## src/rtl/mul_pipe.sv

```systemverilog
// Pipelined signed/unsigned multiply stage for MUL/MULH/MULHSU/MULHU with valid/ready flow control.
// Define MUL_PIPE_PROD_REG_EN to add a product register (S2) between the multiplier core and the sign/select logic.
module mul_pipe #(
  parameter int W = 32
) (
  input  logic         clk,
  input  logic         rst,
  input  logic         flush,
  input  logic         in_valid,
  output logic         in_ready,
  input  logic [1:0]   in_op,
  input  logic [W-1:0] in_a,
  input  logic [W-1:0] in_b,
  output logic         out_valid,
  input  logic         out_ready,
  output logic [W-1:0] out_result
);

  // Two's-complement magnitude of v when it is treated as signed and negative.
  function automatic logic [W-1:0] magnitude(input logic [W-1:0] v, input logic is_neg);
    logic [W-1:0] m;
    if (is_neg) begin
      m = -v;
    end else begin
      m = v;
    end
    return m;
  endfunction

  // Re-apply the sign to the full product, then pick the half the op asks for.
  function automatic logic [W-1:0] select_result(input logic [2*W-1:0] prod,
                                                 input logic neg, input logic hi);
    logic [2*W-1:0] p;
    if (neg) begin
      p = -prod;
    end else begin
      p = prod;
    end
    if (hi) begin
      return p[2*W-1:W];
    end else begin
      return p[W-1:0];
    end
  endfunction

  logic         a_sgn_s;
  logic         b_sgn_s;
  logic         s1_ready_s;
  logic         so_ready_s;
  logic         accept_s;

  logic         s1_valid_r;
  logic [W-1:0] s1_a_r;
  logic [W-1:0] s1_b_r;
  logic         s1_neg_r;
  logic         s1_hi_r;

  logic [2*W-1:0] core_prod_s;
  logic           feed_valid_s;
  logic [2*W-1:0] feed_prod_s;
  logic           feed_neg_s;
  logic           feed_hi_s;

  logic         out_valid_r;
  logic [W-1:0] out_result_r;

  // Sign treatment: MUL is unsigned, MULHSU signs only a, MULH signs both.
  always_comb begin
    a_sgn_s = 1'b0;
    b_sgn_s = 1'b0;
    case (in_op)
      2'b01: begin
        a_sgn_s = in_a[W-1];
        b_sgn_s = in_b[W-1];
      end
      2'b10: begin
        a_sgn_s = in_a[W-1];
        b_sgn_s = 1'b0;
      end
      default: begin
        a_sgn_s = 1'b0;
        b_sgn_s = 1'b0;
      end
    endcase
  end

  assign so_ready_s = !out_valid_r || out_ready;
  assign in_ready   = s1_ready_s && !flush;
  assign accept_s   = in_valid && in_ready;

  // S1 operand register: magnitudes, result sign and half select.
  always_ff @(posedge clk or posedge rst) begin
    if (rst) begin
      s1_valid_r <= 1'b0;
      s1_a_r     <= {W{1'b0}};
      s1_b_r     <= {W{1'b0}};
      s1_neg_r   <= 1'b0;
      s1_hi_r    <= 1'b0;
    end else if (flush) begin
      s1_valid_r <= 1'b0;
    end else if (s1_ready_s) begin
      s1_valid_r <= accept_s;
      if (accept_s) begin
        s1_a_r   <= magnitude(in_a, a_sgn_s);
        s1_b_r   <= magnitude(in_b, b_sgn_s);
        s1_neg_r <= a_sgn_s ^ b_sgn_s;
        s1_hi_r  <= (in_op != 2'b00);
      end
    end
  end

  // Unsigned W x W -> 2W multiplier core.
  assign core_prod_s = {{W{1'b0}}, s1_a_r} * {{W{1'b0}}, s1_b_r};

`ifdef MUL_PIPE_PROD_REG_EN
  logic           s2_ready_s;
  logic           s2_valid_r;
  logic [2*W-1:0] s2_prod_r;
  logic           s2_neg_r;
  logic           s2_hi_r;

  assign s2_ready_s = !s2_valid_r || so_ready_s;
  assign s1_ready_s = !s1_valid_r || s2_ready_s;

  // S2 product register splits the core from the negate/select path.
  always_ff @(posedge clk or posedge rst) begin
    if (rst) begin
      s2_valid_r <= 1'b0;
      s2_prod_r  <= {(2*W){1'b0}};
      s2_neg_r   <= 1'b0;
      s2_hi_r    <= 1'b0;
    end else if (flush) begin
      s2_valid_r <= 1'b0;
    end else if (s2_ready_s) begin
      s2_valid_r <= s1_valid_r;
      if (s1_valid_r) begin
        s2_prod_r <= core_prod_s;
        s2_neg_r  <= s1_neg_r;
        s2_hi_r   <= s1_hi_r;
      end
    end
  end

  assign feed_valid_s = s2_valid_r;
  assign feed_prod_s  = s2_prod_r;
  assign feed_neg_s   = s2_neg_r;
  assign feed_hi_s    = s2_hi_r;
`else
  assign s1_ready_s   = !s1_valid_r || so_ready_s;
  assign feed_valid_s = s1_valid_r;
  assign feed_prod_s  = core_prod_s;
  assign feed_neg_s   = s1_neg_r;
  assign feed_hi_s    = s1_hi_r;
`endif

  // SO output register; result only changes when a new op is loaded, so it holds under stall.
  always_ff @(posedge clk or posedge rst) begin
    if (rst) begin
      out_valid_r  <= 1'b0;
      out_result_r <= {W{1'b0}};
    end else if (flush) begin
      out_valid_r <= 1'b0;
    end else if (so_ready_s) begin
      out_valid_r <= feed_valid_s;
      if (feed_valid_s) begin
        out_result_r <= select_result(feed_prod_s, feed_neg_s, feed_hi_s);
      end
    end
  end

  assign out_valid  = out_valid_r;
  assign out_result = out_result_r;

endmodule

```

## config.mk

```make
export PLATFORM = sky130hd
export DESIGN_NAME = mul_pipe
export DESIGN_NICKNAME = d
export VERILOG_FILES = /design/src/rtl/mul_pipe.sv
export SDC_FILE = /design/constraint.sdc
export NUM_CORES = 2
export LEC_CHECK = 0
export BUFFER_PORTS_ARGS = -buffer_cell sky130_fd_sc_hd__buf_4
export CAP_MARGIN = 40
export CORE_MARGIN = 2
export CORE_UTILIZATION = 60
export DETAILED_ROUTE_END_ITERATION = 6
export GPL_TIMING_DRIVEN = 0
export PLACE_DENSITY = 0.78
export SETUP_SLACK_MARGIN = 0.15
export SLEW_MARGIN = 0
export SYNTH_ARGS = -nofsm -noshare
export SYNTH_HDL_FRONTEND = slang
export SYNTH_SLANG_ARGS = --single-unit
```

## constraint.sdc

```tcl
create_clock -name clk -period 9.3 [get_ports clk]
set_input_delay 0.93 -clock clk [delete_from_list [all_inputs] [get_ports clk]]
set_output_delay 0.93 -clock clk [all_outputs]
set_load 0.02 [all_outputs]
```

-- Word-level counts from Yosys, hierarchy flattened
Cells that the tools add are included.
- logic and storage cells: 38
- input port bits: 71
- bits in registers: 100
- output and inout bits: 34
- $add $sub $neg: 3
- equal/unequal tests: 2
- reduce and logical (&&, ||, !) cells: 13
- $mul: 1
- muxes and demuxes: 10
- bitwise logic cells: 2
- operator list (operator ; count):
    $mux 32 ; 3
    $mul 32x32->64 ; 1
    $mux 64 ; 1
    $neg 32->32 ; 2
    $neg 64->64 ; 1
    $mux 1 ; 6
    $reduce_and 3->1 ; 2
    $reduce_bool 2->1 ; 3
    $logic_not 1->1 ; 3
    $eq 2x1->1 const B ; 1
    $eq 2x2->1 const B ; 1
    $logic_and 1x1->1 ; 2
    $logic_or 1x1->1 ; 2
    $reduce_or 2->1 ; 1
    $not 1->1 ; 1
    $xor 1x1->1 ; 1

-- Logic depth before layout (Yosys ltp)
- depth after elaboration: 7
- gate-level depth with buffers: 34
- gate-level depth less buffers: 30

-- Least setup slack after synthesis
OpenSTA, ideal clock, no wires.
- kind: register to register
- start: register s1_a_r[19]
- end: register out_result_r[25], in the netlist out_result[25]
- setup time: 0.133 ns
- arrival time: 8.173 ns
- period minus slack after synthesis: 8.306 ns
- buffers on the path: 3
- setup slack: 0.994 ns
- required time: 9.167 ns
- stages on the path, launching flop included: 33
- path through: dfrtp_1 clkbuf_1 nand2_1 fa_1 inv_1 fa_1 inv_1 fa_1 inv_1 fa_1 inv_1 fa_1 inv_1 fa_1 fa_1 inv_1 fa_1 inv_1 ha_1 buf_2 a21oi_1 o21ai_0 a21o_1 o21a_1 a21oi_1 mux2_2 a211o_1 or2_1 clkbuf_1 nand2b_4 or4_1 a31oi_1 o31ai_1
- cells in the longest elaborated chain, start to end: 4
- RTL lines (what ; RTL line ; RTL):
    start: declaration ; 53 ; logic [W-1:0] s1_a_r;
    start signal: assignment ; 95 ; s1_a_r <= {W{1'b0}};
    start signal: assignment ; 104 ; s1_a_r <= magnitude(in_a, a_sgn_s);
    $mul 32x32->64 * ; 113 ; assign core_prod_s = {{W{1'b0}}, s1_a_r} * {{W{1'b0}}, s1_b_r};
    $neg 64->64 ; 35 ; p = -prod;
    $mux 64 * ; 34 ; if (neg) begin
    $mux 32 * ; 39 ; if (hi) begin
    end signal: assignment ; 160 ; out_result_r <= {W{1'b0}};
    end signal: assignment ; 166 ; out_result_r <= select_result(feed_prod_s, feed_neg_s, feed_hi_s);
    end: declaration ; 65 ; logic [W-1:0] out_result_r;
Every way passes the cells marked *; elsewhere a longest branch is shown, timed or not.
A chain may end at the register's enable or synchronous reset.

-- Final worst setup path
- start: register s1_a_r[7]
- end: register out_result_r[25], in the netlist out_result[25]
Same word-level chain as after synthesis.

==> impl.org <==
** Global routing
- Initial antenna violation count :: 18
- In this run the most used layer during global routing was met2.
- Global-route met3 utilization :: a little over a fifth
- Global routing used 58.4% of the available met1 tracks.
- Met2 track demand over resource :: 72.7%
- Sum of overflow across all layers after global routing :: 0
- Global-route wire length before repair :: around 250000 um
- Entering global routing, the biggest net connects 70 pins.
- Global routing used 49.0% of the available tracks.
- The via count of the first global-routing pass was roughly 38k.

** Drt
- Initial DRC Count :: 4485
- DRC viols :: 0
- Using the TritonRoute via totals, the vias-per-cell ratio works out to between 6 and 7.
- Detailed routing inserted a total of approximately 38k vias.
- Remaining number of nets flagged by the antenna check after routing :: 0
- In the final routed layout, each cell accounts on average for 28.5 um.
- Wire length reported by the detailed router :: around 170000 um
- For this run, the detailed router's first-pass iteration total came to 7.

** Die
- After floorplanning, the core was divided into between 90 and 100 placement rows.
- The die is between 200 and 300 um wide.
- Number of top-level pins :: approximately 110
- Overall die height :: around 270 um
- The die covers 71800 um^2.
- Core box area :: ~69000 um^2
- For this configuration, the core starts out at a cell density of between 60% and 70%.

** Clock network
- Clock-pin slew was measured on the worst setup and hold paths at roughly 100 ps.
- For the worst-skew pair, the clock arrives at the later sink with an insertion delay of 420 ps.
- Hold repair after CTS inserted 0 buffers.
- The H-tree was split into 3 levels.
- Clock Tree Root :: clkbuf_16
- Counting every sink on the clock net gives 100.
- TritonCTS built the clock tree.
- TritonCTS created 9 clock buffers.
- The clock passes through at most 2 buffers.

** Job
- Across the run, the number of max-cap violations was 0.

** Timing
- Number of max-slew violations in the final report :: 0
- In this run the tightest slew margin relative to its limit is a little under a third.
- Post-route worst setup slack :: approximately 150 ps
- Fmax :: between 0.1 and 0.15 GHz
- Final critical-path share of the clock period :: between 90% and 100%
- Setup repair after global routing could not meet its margin everywhere.
- Post-layout min period :: 9150 ps
- The final hold violation count came to 0.
- Across all hold checks on the routed design, the worst slack comes to around 500 ps.
- Setup violations remaining at the end of the flow were counted as 0.
- At the pin with the least slew margin, the transition time is between 1000 and 1500 ps.
- The clock arrives with roughly 21 ps of skew.

** Worst setup path
- STA classifies the critical path endpoint as a register.
- Reg-to-reg startpoint :: s1_a_r[7]$_DFFE_PP0P_
- Launching instance or port of the critical path :: s1_a_r[7]$_DFFE_PP0P_
- Along the worst path, the maximum fanout reaches 8.
- The setup check on the worst reg-to-reg path leaves a slack of 150 ps.
- For this run, the slowest stage of the critical path takes around 610 ps.
- The most critical setup path has its endpoint at out_result[25]$_DFFE_PP0P_.
- Data on the critical path is required at its endpoint by between 9000 and 10000 ps.
- The worst register-to-register path ends at out_result[25]$_DFFE_PP0P_.
- Arrival time at the worst endpoint :: between 9000 and 10000 ps
- Length in cells of the worst reg-to-reg path :: 32
- The cell that appears most often on the critical path is fa_1.
- Type of the worst setup path :: reg2reg
- Kind of start point of the critical path :: register
- On the critical path, the stage with the largest delay is an instance of dfrtp_2.

** Layout
- Count of fill cells added during filler insertion :: ~5.5k
- Layout Nets :: around 6.4k
- The finished layout holds 6131 standard cells, fillers aside.
- The area growth from synthesis to layout is 15.5%.
- Fraction of layout instances using a drive strength above 1 :: about 17%

** Placed design
- Final Wtd Congestion :: ~1.1
- Summed over all nets, the half-perimeter wirelength after detailed placement is approximately 150000 um.
- Quantity of I/O buffers inserted on ports :: between 100 and 150
- Pre-CTS WS :: -1100 ps
- Number of cells in the design after placement :: just under 6k

** Synth
- Yosys warnings :: 0
- Largest cells by area after synthesis :: fa_1 (43%), and2_1 (8.9%), inv_1 (8.1%), ha_1 (8.0%), nand2_1 (6.2%)
- For this run, asynchronously set or reset flops after synthesis account for 100%.
- The synthesized netlist occupies a cell area of roughly 42000 um^2.
- Share of synthesized area occupied by flip-flops and latches :: approximately 6.0%
- Synthesized flop and latch total :: 100
- After synthesis, the largest area contributor takes up a little over two fifths of total cell area.
- Library cells used by synthesis :: 107
- Post-synthesis cell count :: about 4.8k
- Synthesis produced a netlist with a net count of 6072.
- Post-synth EDFFs :: 0
- Dividing the synthesized area by the synthesized cell count gives approximately 8.6 um^2.
- In the synthesized netlist the dominant register cell turns out to be dfrtp_1.
- Of all cell types, the one taking the most synthesized area is fa_1.

** Run status
- The run finished with clean final reports.

** Min path
- In this run the worst hold path is classified as in2async.
[timing repair]
item | in CTS | in global routing
gates resized for setup | 315 | 590
gates cloned | 0 | 0
endpoints found under the setup margin | 32 | 31
setup buffers | 34 | 119
pin swaps | 28 | 141
[cell type report]
| cell class | count | area [um^2] | area share [%] |
|---|---|---|---|
| buffer | 286 | 1920 | 3.97 |
| timing repair buffer | 326 | 2910 | 6.02 |
| multi-input combinational | 3548 | 35900 | 74.5 |
| sequential | 100 | 2580 | 5.34 |
| inverter | 903 | 3390 | 7.03 |
| clock inverter | 7 | 78.8 | 0.163 |
| antenna | 21 | 52.6 | 0.109 |
| clock buffer | 9 | 225 | 0.467 |
| tap | 931 | 1160 | 2.41 |
[placed cells by master (no fill, tap or decap), types with 17 or more instances in the layout]
master,count
nand3_1,30
a211oi_1,20
fa_2,45
a31oi_1,17
and2_1,587
buf_2,33
clkbuf_4,42
o21ai_0,134
nor2_1,145
diode_2,21
xor2_1,49
nor3_1,48
o21ai_1,19
clkbuf_1,78
nand4_1,37
buf_4,301
nand2_1,680
inv_1,888
a21oi_1,103
dfrtp_1,46
clkbuf_2,40
ha_1,262
xnor2_1,52
dfrtp_2,50
mux2i_1,17
a21oi_2,17
buf_8,26
fa_1,851
buf_6,71
[worst max-delay path, delay by kind of cell (launching register included)]
| family | cells | cell delay [ps] |
|---|---|---|
| simple gates | 3 | 480 |
| xor+xnor | 1 | 90 |
| buf+inv | 10 | 1260 |
| fa+ha+maj | 9 | 4470 |
| flops | 1 | 610 |
| compound gates | 9 | 2110 |
[logic make-up after synthesis]
family                   synth area share [%]
AO/OA/AOI/OAI                            8.33
multiplexers                            0.646
flip-flops                               5.99
AND/OR/NAND/NOR                          20.8
buffers and inverters                    10.8
adder cells (fa/ha/maj)                  50.9
XOR/XNOR                                 2.57
[layer usage]
layer / part of all wire (%) / wire [um]
met1: 34 / 60300
met2: 43 / 74700
met3: 15 / 25300
met4: 8.1 / 14200
met5: 0.13 / 231
[state kept, by name, summed over array words and instances (netlist names)]
name          flops
out_valid         1
feed_hi_s         1
out_result       32
s1_a_r           32
feed_valid_s      1
feed_neg_s        1
s1_b_r           32
[through the flow]
stage | util [%] | instance area, um^2 | TNS (ps)
finish | 70.1 | 48300 | 0
global route | 70.1 | 48200 | -29.5
CTS | 66.7 | 45900 | 0
detailed placement | 64.8 | 44600 | -23040
global placement | 63.6 | 43800 | -31890
floorplan | - | 41800 | 0
[worst min-delay path by stage]
| stage | startpoint | end | slack (ps) | depth (start not counted) |
|---|---|---|---|---|
| finish | rst | s1_b_r[29]$_DFFE_PP0P_ | 490 | 2 |
| global route | rst | s1_b_r[29]$_DFFE_PP0P_ | 510 | 2 |
| CTS | rst | s1_b_r[29]$_DFFE_PP0P_ | 490 | 2 |
| detailed placement | out_result[1]$_DFFE_PP0P_ | out_result[1]$_DFFE_PP0P_ | 470 | 2 |
| global placement | out_result[1]$_DFFE_PP0P_ | out_result[1]$_DFFE_PP0P_ | 460 | 2 |
| floorplan | s1_b_r[25]$_DFFE_PP0P_ | s1_b_r[25]$_DFFE_PP0P_ | 510 | 2 |
[cells in the mapped netlist (all sizes together), types with 12 or more instances]
cell type and n:
clkbuf 250, inv 903, mux2i 18, or3 19
and2 593, nor4 24, o31ai 17, xnor2 64
nor2 151, o211ai 14, dfrtp 100, or2 12
o21ai 168, o21a 15, a211oi 30, xor2 54
a21oi 131, buf 36, o41ai 13, or4 12
nand4 38, nand3 34, nand2 689, a21o 16
nor3 67, nand2b 14, a31oi 19, ha 268
fa 896
Power is not shown: default switching activity piles up to over one toggle a cycle in this logic, so the estimate is an artifact.
